--- config.mk ---
export PLATFORM = sky130hd
export DESIGN_NAME = pw_uart_sender
export DESIGN_NICKNAME = d
export VERILOG_FILES = /design/src/rtl/pw_uart_sender.sv
export SDC_FILE = /design/constraint.sdc
export NUM_CORES = 1
export LEC_CHECK = 0
export ABC_CLOCK_PERIOD_IN_PS = 5900
export BUFFER_PORTS_ARGS = -buffer_cell sky130_fd_sc_hd__buf_2
export CAP_MARGIN = 20
export CORE_MARGIN = 1.5
export CORE_UTILIZATION = 30
export CTS_BUF_LIST = sky130_fd_sc_hd__clkbuf_16
export CTS_CLUSTER_DIAMETER = 40
export DETAILED_ROUTE_END_ITERATION = 8
export GPL_TIMING_DRIVEN = 0
export PLACE_DENSITY_LB_ADDON = 0.3
export SYNTH_ARGS = -nofsm -noshare
export SYNTH_HDL_FRONTEND = slang
export SYNTH_SLANG_ARGS = --single-unit
--- constraint.sdc ---
create_clock -name Clkin -period 5.9 [get_ports Clkin]
set_input_delay 1.18 -clock Clkin [delete_from_list [all_inputs] [get_ports Clkin]]
set_output_delay 1.18 -clock Clkin [all_outputs]
set_load 0.02 [all_outputs]
--- src/rtl/pw_uart_sender.sv ---
// pw_uart_sender
//   Transmit side of the password link. A Start request sent while the block is
//   idle causes it to send a fixed 4-byte password as back-to-back UART 8N1
//   frames on Tx_out. Each bit is sent LSB first and is held for CLKS_PER_BIT
//   Clkin cycles.
// Ports
//   Clkin   : system clock. All logic runs on its rising edge.
//   Rst     : synchronous, active-high reset. It aborts any frame in progress.
//   Start   : send request. It is only sampled while idle.
//   Tx_out  : registered serial line. The idle (mark) level is 1.
//   Busy    : registered. High from the first start-bit cycle through the last
//             stop-bit cycle.
//   Done    : registered. Pulses for one cycle after the last stop bit of byte 3.
module pw_uart_sender #(
  parameter int unsigned CLKS_PER_BIT = 10416,
  parameter logic [7:0]  PW_B0        = 8'h61,
  parameter logic [7:0]  PW_B1        = 8'h62,
  parameter logic [7:0]  PW_B2        = 8'h63,
  parameter logic [7:0]  PW_B3        = 8'h64
) (
  input  logic Clkin,
  input  logic Rst,
  input  logic Start,
  output logic Tx_out,
  output logic Busy,
  output logic Done
);

  localparam int unsigned CW = $clog2(CLKS_PER_BIT);
  localparam logic [CW-1:0] CNT_MAX = CW'(CLKS_PER_BIT - 1);

  typedef enum logic [1:0] {IDLE, START, DATA, STOP} state_t;

  state_t        state, state_n;
  logic [CW-1:0] cnt, cnt_n;
  logic [2:0]    bit_idx, bit_n;
  logic [1:0]    byte_idx, byte_n;
  logic          tx_n, busy_n, done_n;
  logic [7:0]    cur_byte;

  always_ff @(posedge Clkin) begin
    if (Rst) begin
      state    <= IDLE;
      cnt      <= '0;
      bit_idx  <= '0;
      byte_idx <= '0;
      Tx_out   <= 1'b1;
      Busy     <= 1'b0;
      Done     <= 1'b0;
    end else begin
      state    <= state_n;
      cnt      <= cnt_n;
      bit_idx  <= bit_n;
      byte_idx <= byte_n;
      Tx_out   <= tx_n;
      Busy     <= busy_n;
      Done     <= done_n;
    end
  end

  // The outputs are registered, so they are decoded from the next-state values.
  // This makes Tx_out, Busy and Done line up with the state that is entered on
  // the same edge.
  always_comb begin
    state_n = state;
    cnt_n   = cnt;
    bit_n   = bit_idx;
    byte_n  = byte_idx;
    done_n  = 1'b0;

    unique case (state)
      IDLE: begin
        if (Start) begin
          state_n = START;
          cnt_n   = '0;
          bit_n   = '0;
          byte_n  = '0;
        end
      end
      START: begin
        if (cnt == CNT_MAX) begin
          cnt_n   = '0;
          bit_n   = '0;
          state_n = DATA;
        end else begin
          cnt_n = cnt + CW'(1);
        end
      end
      DATA: begin
        if (cnt == CNT_MAX) begin
          cnt_n = '0;
          if (bit_idx == 3'd7) begin
            state_n = STOP;
          end else begin
            bit_n = bit_idx + 3'd1;
          end
        end else begin
          cnt_n = cnt + CW'(1);
        end
      end
      STOP: begin
        if (cnt == CNT_MAX) begin
          cnt_n = '0;
          if (byte_idx == 2'd3) begin
            state_n = IDLE;
            byte_n  = '0;
            done_n  = 1'b1;
          end else begin
            byte_n  = byte_idx + 2'd1;
            state_n = START;
          end
        end else begin
          cnt_n = cnt + CW'(1);
        end
      end
      default: state_n = IDLE;
    endcase

    unique case (byte_n)
      2'd0:    cur_byte = PW_B0;
      2'd1:    cur_byte = PW_B1;
      2'd2:    cur_byte = PW_B2;
      default: cur_byte = PW_B3;
    endcase

    busy_n = (state_n != IDLE);
    unique case (state_n)
      START:   tx_n = 1'b0;
      DATA:    tx_n = cur_byte[bit_n];
      default: tx_n = 1'b1;
    endcase
  end

endmodule

==> metrics.txt <==
outcome=completed; Top cell by count, worst path=buf_2; row cnt=24; FF+latch count, synth=24; fin nets=185; Clock Latency Late Sink=250 ps; CTS Buffer Depth=2; GRT Residual Overflow=0; Root Driver=clkbuf_16; CP max-delay cell=or4_1; Post-Syn Instances=161; Vias=1098; delay-heaviest family, CP=simple AND/OR/NAND/NOR gates; commonest cells in the netlist=dfxtp_1, nor2_1, nand2_1; n_diodes=0; crit path cell chain=or3b_1 -> or4_1 -> buf_2 -> buf_2 -> a31oi_1 -> a21boi_0 -> inv_1 -> ha_1 -> nor2b_1 -> o21bai_1 -> a311o_1; Max Cap Viol=0; maximum VDD drop=0.000175 V; Final Total Pwr=413 uW; Worst-Margin Slew=541 ps; post-cts resize count=0; Area growth, synth to finish=14.3%; Synth area leaders=dfxtp_1, ha_1, nor2_1; CTS tree=yes; Layout Cells excl Fill=222; GRT Overall Usage=11.8%; Main synth FF type=dfxtp_1; placed instance count=218; CP Launch Type=register; drt via density=4.95; Netlist Area Pre-Place=0.00136 mm2; P_leak=0.602 nW; CTS Buf Count=3; total negative slack=0 ps; synthesized net count=175; crit path kind=reg -> reg; max frequency=320 MHz; Min-Delay Path Class=reg -> reg; # IOs=6; EDFF count, synth=0; top cell type's share of synthesized area=35.3%; Detailed Place HPWL=1.95 mm; drt pass-1 iters=4; core area=0.00435 mm2; final hold violations=0; Initial Utilization=31.3%; fin crit period=3130 ps; Final Skew=2.00 ps; Syn. warnings=0; Worst path max stage delay=510 ps; antenna violations before repair=0; DRC violations left=0; largest net degree at the start of global routing=15; post-place setup slack=2780 ps; die area=0.00495 mm2; Die X=70.4 um; Setup Fix Bufs, Post-CTS=0; GP Congestion=0.733; max-slew violations=0; Starting DRT DRC Count=20; worst path required time=6040 ps; Sink Count=24; relative slew slack=63.8%; mean routed wirelength per cell=12.0 um; dominant cell type by area after synthesis=dfxtp_1; # port buffers=5; ratio of final minimum period to clock period=53.0%; first-pass GRT wire length=4.70 mm; CP Data Arrival Time=3270 ps; fraction of registers with async set/reset=0%; vias in the first global route=1018; Worst Path Buf+Inv=3; Post-Synthesis Mean Instance Area=8.46 um2; most frequent cell after synthesis=dfxtp_1; WL final=2.67 mm; slack of the critical path=2770 ps; htree depth=1; PD cells=265 mW/mm2; die height=70.4 um; CP Max Fanout=10; hold buffers post-CTS=0; element type at the critical path end=register; Seq/Total Area, Yosys=35.3%; Reg clk slew, reported paths=60 ps; Layout Utilization=35.7%; post-route ant nets=0; post-synthesis cell type count=39; Final Setup Violations=0; layout cells sized above 1=10.0%; RSZ-0062 raised after global routing=no
[final timing paths]
kind	from	to	cells after the start	slack (ps)
worst max-delay path	cnt[4]$_SDFFE_PP0P_	Tx_out$_SDFF_PP1_	11	2770
worst min-delay path	cnt[8]$_SDFFE_PP0P_	cnt[8]$_SDFFE_PP0P_	2	510
worst max register to register	cnt[4]$_SDFFE_PP0P_	Tx_out$_SDFF_PP1_	11	2770
worst min register to register	cnt[8]$_SDFFE_PP0P_	cnt[8]$_SDFFE_PP0P_	2	510
[cell usage in the layout (no fill, tap or decap), types with 3 or more instances in the layout]
master and count:
inv_1 7, nand3_1 6, nand4b_1 3, xnor2_1 4, o21ai_0 5, dfxtp_1 24, buf_2 8, xor2_1 8
a31oi_1 3, nor2_1 20, clkbuf_16 3, nand2b_1 4, nor2b_1 7, ha_1 11, nand2_1 15, a21oi_1 10
[through the flow]
stage | cell area, um2 | hold slack [ps]
after global placement | 1450 | 478
final | 1560 | 511
after global routing | 1560 | 541
after floorplan | 1360 | 462
after detailed placement | 1450 | 497
after CTS | 1560 | 506
[sequential cells by signal, indices dropped and copies added, names as in the netlist]
signal and flops:
byte_idx 2, Tx_out 1, cnt 14, state 2, bit_idx 3, Busy 1
Done 1
[worst reg2reg max path: stages (launching register included)]
cell,delay (ps)
dfxtp_1,360
or3b_1,360
or4_1,510
buf_2,170
buf_2,180
a31oi_1,210
a21boi_0,370
inv_1,80
ha_1,290
nor2b_1,110
o21bai_1,70
a311o_1,310
[metal layers]
layer	vias to the layer above	global-route usage [%]	wire, um
met2	16	19.6	1210
li1	583	-	-
met5	-	0	0
met1	497	14.8	1350
met4	0	3.21	21
met3	2	3.61	88
[cell type report]
type                       instances  area [um2]
fill                             448        2800
multi-input combinational        125         832
sequential                        24         480
clock buffer                       3        75.1
tap                               52        65.1
clock inverter                     1        30.0
inverter                           7        26.3
timing repair buffer               5        25.0
buffer                             5        22.5
[cells by family (layout without fill, tap and decap cells)]
kind of cell	Yosys count	in the layout	share of synthesized area (%)
adders and majority gates	11	11	10.1
DFF	24	24	35.3
and+or+nand+nor	71	71	27.6
AOI/OAI and AO/OA	30	30	14.9
xor gates and xnor gates	12	12	7.72
muxes	1	1	0.827
buffers and inverters	12	21	3.58
[report_power, final]
part	internal, mW	switching, mW
clock network	0.135	0.0574
registers	0.167	0.00421
logic	0.0179	0.0312
total	0.320	0.0928
Power figures use the tool's default switching activity.
